===== src/rtl/regfile_scoreboard_pkg.sv =====
// Shared types and defaults for the parametrised register file and its scoreboard.
// Latency: n/a (types and constants only).
// Backpressure: n/a.
package regfile_pkg;

  typedef enum logic {
    CLEAR = 1'b0,
    RUN   = 1'b1
  } state_t;

  localparam int XLEN_DEF = 64;
  localparam int NREG_DEF = 32;

endpackage


===== src/rtl/regfile_scoreboard_if.sv =====
// Bundles the read, write, reserve and status signals of the register file.
// Latency: n/a (wiring only).
// Backpressure: none; the pipeline stalls on rs_busy and waits for ready.
interface regfile_scoreboard_if import regfile_pkg::*; #(
  parameter int XLEN  = XLEN_DEF,
  parameter int NREG  = NREG_DEF,
  parameter int NREAD = 2
);
  localparam int AW = $clog2(NREG);

  logic [NREAD*AW-1:0]   rs_addr;
  logic [NREAD*XLEN-1:0] rd_data;
  logic [NREAD-1:0]      rs_busy;
  logic                  wr_en;
  logic [AW-1:0]         wr_addr;
  logic [XLEN-1:0]       wr_data;
  logic                  rsv_en;
  logic [AW-1:0]         rsv_addr;
  logic                  ready;

  // Pipeline side: drives addresses and strobes, observes data and status.
  modport master (
    output rs_addr, wr_en, wr_addr, wr_data, rsv_en, rsv_addr,
    input  rd_data, rs_busy, ready
  );

  // Register file side.
  modport slave (
    input  rs_addr, wr_en, wr_addr, wr_data, rsv_en, rsv_addr,
    output rd_data, rs_busy, ready
  );

endinterface


===== src/rtl/regfile_read_port.sv =====
// One combinational read port: array mux, zero-register override, write bypass, busy lookup.
// Latency: zero cycles (purely combinational).
// Backpressure: none; outputs are forced to zero while the file is clearing.
module regfile_read_port import regfile_pkg::*; #(
  parameter int XLEN     = XLEN_DEF,
  parameter int NREG     = NREG_DEF,
  parameter int ZERO_REG = 1,
  parameter int BYPASS   = 1,
  localparam int AW      = $clog2(NREG)
) (
  input  logic                      run,
  input  logic [NREG-1:0][XLEN-1:0] regs,
  input  logic [NREG-1:0]           busy_vec,
  input  logic                      wr_en,
  input  logic [AW-1:0]             wr_addr,
  input  logic [XLEN-1:0]           wr_data,
  input  logic                      rsv_en,
  input  logic [AW-1:0]             rsv_addr,
  input  logic [AW-1:0]             addr,
  output logic [XLEN-1:0]           data,
  output logic                      busy
);

  logic is_zero;
  logic wr_hit;
  logic rsv_hit;

  // Select data and busy, then apply bypass, zero-register and clearing overrides in priority order.
  always_comb begin
    is_zero = (ZERO_REG != 0) && (addr == '0);
    wr_hit  = (BYPASS != 0) && wr_en && (wr_addr == addr) && !is_zero;
    rsv_hit = rsv_en && (rsv_addr == addr);
    data    = regs[addr];
    busy    = busy_vec[addr];
    if (wr_hit) begin
      data = wr_data;
      // A same-cycle reservation of this register keeps the stall in place.
      if (!rsv_hit) busy = 1'b0;
    end
    if (is_zero) begin
      data = '0;
      busy = 1'b0;
    end
    if (!run) begin
      data = '0;
      busy = 1'b0;
    end
  end

endmodule


===== src/rtl/regfile_scoreboard.sv =====
// Parametrised register file with per-register busy scoreboard and a one-entry-per-cycle clear sequencer.
// Latency: reads zero cycles, writes and reservations take effect at the next edge; ready NREG cycles after reset.
// Backpressure: none; writes and reservations are ignored until ready, consumers stall on rs_busy.
module regfile_scoreboard import regfile_pkg::*; #(
  parameter int XLEN     = XLEN_DEF,
  parameter int NREG     = NREG_DEF,
  parameter int NREAD    = 2,
  parameter int ZERO_REG = 1,
  parameter int BYPASS   = 1,
  localparam int AW      = $clog2(NREG)
) (
  input logic                clk,
  input logic                reset,
  regfile_scoreboard_if.slave bus
);

  state_t                    state_q;
  state_t                    state_d;
  logic [AW-1:0]             clr_idx;
  logic [NREG-1:0][XLEN-1:0] regs;
  logic [NREG-1:0]           busy;
  logic [NREG-1:0]           busy_d;
  logic                      run;
  logic                      last_clr;
  logic                      wr_ok;

  assign run       = (state_q == RUN);
  assign bus.ready = run;
  assign last_clr  = (clr_idx == AW'(NREG - 1));
  assign wr_ok     = run && bus.wr_en && !((ZERO_REG != 0) && (bus.wr_addr == '0));

  // State register; reset always restarts the clear sequence.
  always_ff @(posedge clk) begin
    if (reset) state_q <= CLEAR;
    else       state_q <= state_d;
  end

  // Next state: leave CLEAR once the last entry has been zeroed.
  always_comb begin
    state_d = state_q;
    case (state_q)
      CLEAR:   if (last_clr) state_d = RUN;
      RUN:     state_d = RUN;
      default: state_d = CLEAR;
    endcase
  end

  // Clear index walks the array once after every reset.
  always_ff @(posedge clk) begin
    if (reset)     clr_idx <= '0;
    else if (!run) clr_idx <= clr_idx + 1'b1;
  end

  // Array update: zero one entry per cycle while clearing, otherwise accept writes.
  always_ff @(posedge clk) begin
    if (!reset) begin
      if (!run)       regs[clr_idx]     <= '0;
      else if (wr_ok) regs[bus.wr_addr] <= bus.wr_data;
    end
  end

  // Scoreboard next value: reservation beats a same-cycle write to the same register.
  always_comb begin
    busy_d = busy;
    if (run) begin
      for (int i = 0; i < NREG; i++) begin
        if (bus.rsv_en && (bus.rsv_addr == AW'(i)))     busy_d[i] = 1'b1;
        else if (bus.wr_en && (bus.wr_addr == AW'(i)))  busy_d[i] = 1'b0;
      end
    end
    if (ZERO_REG != 0) busy_d[0] = 1'b0;
  end

  // Scoreboard register.
  always_ff @(posedge clk) begin
    if (reset) busy <= '0;
    else       busy <= busy_d;
  end

  for (genvar k = 0; k < NREAD; k++) begin : g_rd
    regfile_read_port #(
      .XLEN     (XLEN),
      .NREG     (NREG),
      .ZERO_REG (ZERO_REG),
      .BYPASS   (BYPASS)
    ) u_rp (
      .run      (run),
      .regs     (regs),
      .busy_vec (busy),
      .wr_en    (bus.wr_en),
      .wr_addr  (bus.wr_addr),
      .wr_data  (bus.wr_data),
      .rsv_en   (bus.rsv_en),
      .rsv_addr (bus.rsv_addr),
      .addr     (bus.rs_addr[k*AW +: AW]),
      .data     (bus.rd_data[k*XLEN +: XLEN]),
      .busy     (bus.rs_busy[k])
    );
  end

endmodule


===== src/flat_wrapper.sv =====
// flat-port wrapper written by rule: the top's interface ports become plain ports
module regfile_scoreboard_flat import regfile_pkg::*;
#(
  parameter int XLEN     = XLEN_DEF,
  parameter int NREG     = NREG_DEF,
  parameter int NREAD    = 2,
  parameter int ZERO_REG = 1,
  parameter int BYPASS   = 1,
  localparam int AW      = $clog2(NREG)
)
  (clk, reset, bus_rs_addr, bus_wr_en, bus_wr_addr, bus_wr_data, bus_rsv_en, bus_rsv_addr, bus_rd_data, bus_rs_busy, bus_ready);
  regfile_scoreboard_if #(.XLEN(XLEN), .NREG(NREG), .NREAD(NREAD)) bus_i ();
  input logic clk;
  input logic reset;
  input wire logic [$bits(bus_i.rs_addr)-1:0] bus_rs_addr;
  input wire logic [$bits(bus_i.wr_en)-1:0] bus_wr_en;
  input wire logic [$bits(bus_i.wr_addr)-1:0] bus_wr_addr;
  input wire logic [$bits(bus_i.wr_data)-1:0] bus_wr_data;
  input wire logic [$bits(bus_i.rsv_en)-1:0] bus_rsv_en;
  input wire logic [$bits(bus_i.rsv_addr)-1:0] bus_rsv_addr;
  output wire logic [$bits(bus_i.rd_data)-1:0] bus_rd_data;
  output wire logic [$bits(bus_i.rs_busy)-1:0] bus_rs_busy;
  output wire logic [$bits(bus_i.ready)-1:0] bus_ready;
  assign bus_i.rs_addr = bus_rs_addr;
  assign bus_i.wr_en = bus_wr_en;
  assign bus_i.wr_addr = bus_wr_addr;
  assign bus_i.wr_data = bus_wr_data;
  assign bus_i.rsv_en = bus_rsv_en;
  assign bus_i.rsv_addr = bus_rsv_addr;
  assign bus_rd_data = bus_i.rd_data;
  assign bus_rs_busy = bus_i.rs_busy;
  assign bus_ready = bus_i.ready;
  regfile_scoreboard #(.XLEN(XLEN), .NREG(NREG), .NREAD(NREAD), .ZERO_REG(ZERO_REG), .BYPASS(BYPASS)) u_core (.clk(clk), .reset(reset), .bus(bus_i));
endmodule

===== config.mk =====
export PLATFORM = sky130hd
export DESIGN_NAME = regfile_scoreboard_flat
export DESIGN_NICKNAME = d
export VERILOG_FILES = /design/src/rtl/regfile_scoreboard_pkg.sv /design/src/rtl/regfile_scoreboard_if.sv /design/src/rtl/regfile_read_port.sv /design/src/rtl/regfile_scoreboard.sv /design/src/flat_wrapper.sv
export SDC_FILE = /design/constraint.sdc
export NUM_CORES = 2
export LEC_CHECK = 0
export CAP_MARGIN = 25
export CELL_PAD_IN_SITES_DETAIL_PLACEMENT = 1
export CELL_PAD_IN_SITES_GLOBAL_PLACEMENT = 1
export CORE_ASPECT_RATIO = 0.7
export CORE_MARGIN = 4
export CORE_UTILIZATION = 45
export CTS_CLUSTER_SIZE = 25
export DETAILED_ROUTE_END_ITERATION = 10
export PLACE_DENSITY_LB_ADDON = 0.05
export SYNTH_ARGS = -nofsm -noshare
export SYNTH_HDL_FRONTEND = slang
export SYNTH_HIERARCHICAL = 1
export SYNTH_SLANG_ARGS = --single-unit

===== constraint.sdc =====
create_clock -name clk -period 10.62 [get_ports clk]
set_clock_uncertainty 0.1 [all_clocks]
set_input_delay 2.124 -clock clk [delete_from_list [all_inputs] [get_ports clk]]
set_output_delay 2.124 -clock clk [all_outputs]
set_load 0.03 [all_outputs]

==> out/qor.tcl <==
set qor(status) {finished, final reports clean}
set qor(post-cts-setup-buffers) 0
set qor(fillerInstances) 25200
set qor(rrSetupSlack_ps) 6220
set qor(seq_power_share) 0.476
set qor(data_required_critical_path_ps) 8400
set qor(drc_violation_total_after_the_first_tritonroute_iteration) 17700
set qor(clk_pin_slew_worst_paths_ps) 60
set qor(post_drt_wl_per_cell_um) 51.2
set qor(critPathLaunch) {bus_wr_addr[2]}
set qor(postRouteWirelength_um) 606000
set qor(numCtsBuffers) 226
set qor(die_width_um) 625
set qor(leakage_nw) 43.9
set qor(fin_crit_ps) 8730
set qor(buffer_ports.inserted) 218
set qor(layout.cell_area.non_filler_um2) 134000
set qor(fp.dieArea_um2) 275000
set qor(timing_hold_violations_final) 0
set qor(vias_in_the_first_global_route) 93800
set qor(place_area_um2) 126000
set qor(setup_repair_after_global_routing_missed_its_margin) {false}
set qor(initial_utilization) 0.452
set qor(min-delay-start) {u_core/regs[1885]}
set qor(synth_commonest_cells) {2,048 x sky130_fd_sc_hd__edfxtp_1, 1,635 x sky130_fd_sc_hd__o2bb2ai_1, 788 x sky130_fd_sc_hd__mux4_2, 697 x sky130_fd_sc_hd__clkbuf_1, 680 x sky130_fd_sc_hd__mux2i_1}
set qor(grt_use_total) 0.428
set qor(htree_num_levels) 4
set qor(detail_route.first_pass.iterations) 9
set qor(ff_to_ff_start) {u_core/bus.ready}
set qor(worst_ir_drop_vdd_v) 0.000142
set qor(fmax_ghz) 0.115
set qor(critical_path.startpoint_type) {primary input}
set qor(timing_worst_slew_pin_value_ps) 1270
set qor(hpwl_um) 343000
set qor(critical_path_arrival_ps) 6510
set qor(worstHoldPathType) {reg2reg}
set qor(fin_util) 0.504
set qor(clock-sinks) 2085
set qor(final_net_count) 8223
set qor(setup-violations-final) 0
set qor(critPathSlowestCell) {sky130_fd_sc_hd__clkdlybuf4s50_1}
set qor(comb_pwr_share) 0.142
set qor(ys_ff_latch) 2085
set qor(power_per_cell_area_nw_per_um2) 159
set qor(synth_cell_types) 63
set qor(cts_hold_buf) 0
set qor(cp-end-kind) {primary output}
set qor(floorplan.die.height_um) 440
set qor(drive_gt1_frac) 0.203
set qor(route.detailed.vias_per_inst) 8.27
set qor(clockRootBuffer) {sky130_fd_sc_hd__clkbuf_16}
set qor(grt_first_pass_wirelength_um) 818000
set qor(yosys_warnings) 6
set qor(post_synthesis_area_per_instance_um2) 14.3
set qor(overflow) 0
set qor(postSynthCellCount) 8402
set qor(switchingPower_mw) 5.85
set qor(largest_net_degree_at_the_start_of_global_routing) 114
set qor(gp_routability_congestion) 0.897
set qor(ff_latch_area_um2) 62200
set qor(fin_crit_sh) 0.822
set qor(ys.flop_type) {sky130_fd_sc_hd__edfxtp_1}
set qor(area_delta_synth_final_pct) 11.4
set qor(fin_tns_setup_ps) 0
set qor(netlist.top_cell.by_area) {sky130_fd_sc_hd__edfxtp_1}
set qor(timing.critical_path.cells) {clkdlybuf4s50_1 -> xnor2_1 -> nand2_1 -> or3_4 -> buf_4 -> o21ai_0 -> a31oi_1 -> clkdlybuf4s50_1}
set qor(synth_largest_type_area_fraction) 0.513
set qor(whs_ps) 483
set qor(yosys.cell_count.top_type) {sky130_fd_sc_hd__edfxtp_1}
set qor(remaining_antenna_violation_count) 0
set qor(final_max_slew_viol_count) 0
set qor(rows) 158
set qor(worst_path_largest_cell_delay_ps) 940
set qor(path_common_cell) {sky130_fd_sc_hd__clkdlybuf4s50_1}
set qor(num_vias) 98000
set qor(cts_resized) 0
set qor(ioPinCount) 219
set qor(grt_antenna_before_repair) 38
set qor(design_power_total_mw) 21.3
set qor(synth.area.top_cells) {sky130_fd_sc_hd__edfxtp_1 51%, sky130_fd_sc_hd__mux4_2 15%, sky130_fd_sc_hd__o2bb2ai_1 12%}
set qor(power.switching_fraction) 0.275
set qor(synth_seq_area_share) 0.519
set qor(clk_latency_ps) 910
set qor(async_reset_ff_frac) 0
set qor(internal_power_mw) 15.4
set qor(relSlewSlack) 0.151
set qor(cts_tree) {built}
set qor(critical_path_peak_fanout) 36
set qor(criticalPathCategory) {in2out}
set qor(drv.max_cap_violation_count) 0
set qor(core-area_um2) 265000
set qor(drc) 0
set qor(multiInputGateArea_um2) 53500
set qor(max-clock-path-buffers) 4
set qor(synth_edf_count) 2048
set qor(syn_area_um2) 120000
set qor(share_clk_of_total_power) 0.382
[final timing paths]
check / endpoint / cells after the start
max reg2reg: u_core/regs[1973] / 6
min: u_core/regs[1885] / 2
min reg2reg: u_core/regs[1885] / 2
max: bus_rd_data[46] / 8
[area by class of cell]
class | count | share of cell area
Antenna cell | 24 | 0.000450
Clock buffer | 279 | 0.0446
Clock inverter | 124 | 0.00860
Inverter | 3 | 0.000103
Multi-Input combinational cell | 5234 | 0.400
Sequential cell | 2085 | 0.466
Tap cell | 3520 | 0.0330
Timing Repair Buffer | 580 | 0.0467
[power groups by stage]
stage                     Sequential [mW]  Combinational, mW  Clock (mW)
after floorplan                      10.1               1.82           0
after global placement               10.2               2.82           0
after detailed placement             10.2               2.88           0
final                                10.1               3.02        8.13
after CTS                            10.1               2.89        8.16
after global routing                 10.2               3.06        8.50
[stage by stage]
step           std cells  setup slack, ps
6_report           11800             1890
5_1_grt            11800             1980
4_1_cts            11800             2140
3_5_place_dp       11400             2140
3_3_place_gp       11400             2100
2_1_floorplan       8403             2610
[routing by layer]
| layer | GRT usage | routed length (um) | vias up |
|---|---|---|---|
| met5 | 0.00439 | 448 | - |
| met4 | 0.188 | 31100 | 23 |
| met3 | 0.194 | 104000 | 1581 |
| met2 | 0.576 | 243000 | 9668 |
| met1 | 0.591 | 228000 | 51500 |
| li1 | - | - | 35200 |
[cell families (layout without fill, tap and decap cells)]
group                    Yosys count  in the layout  share of synthesized area
AND/OR/NAND/NOR                  647            647                     0.0233
adder cells (fa/ha/maj)            5              5                   0.000522
XOR/XNOR                          23             23                    0.00168
buffers and inverters           1084            986                     0.0429
other                              1             26                  0.0000313
AO/OA/AOI/OAI                   3035           3035                      0.202
multiplexers                    1522           1522                      0.210
flip-flops                      2085           2085                      0.519
[cells in the final DEF, fill, tap and decap left out, drive strengths merged, types with 6 or more instances in the layout]
master         count
nand3              7
nand2b             8
nor3b              7
and2               6
clkdlybuf4s50    207
xor2              10
clkbuf           279
o2111ai           24
mux4             788
clkinv            94
nor2b             48
a211oi            32
mux2i            680
a31oi             80
o22a              64
o211ai           108
nor2              95
o21ai            534
a22oi             58
buf              373
a32o             128
a2bb2o            29
a21oi             73
o2bb2ai         1635
dfxtp             37
xnor2             13
o22ai             34
diode             24
edfxtp          2048
bufinv            23
a221oi           168
o221a             34
a221o             30
nand2            440
mux2              54
[worst max-delay path, delay by kind of cell]
family	cells	cell delay (ps)
AND/OR/NAND/NOR	2	960
buffers and inverters	3	2400
AO/OA/AOI/OAI	2	760
XOR/XNOR	1	160
[registers in the layout, indices dropped and copies added, names as in the netlist]
register,count
u_core/bus.ready,1
u_core/busy,31
u_core/clr_idx,5
u_core/regs,2048
Note: power is estimated with default switching activity, not from simulation.
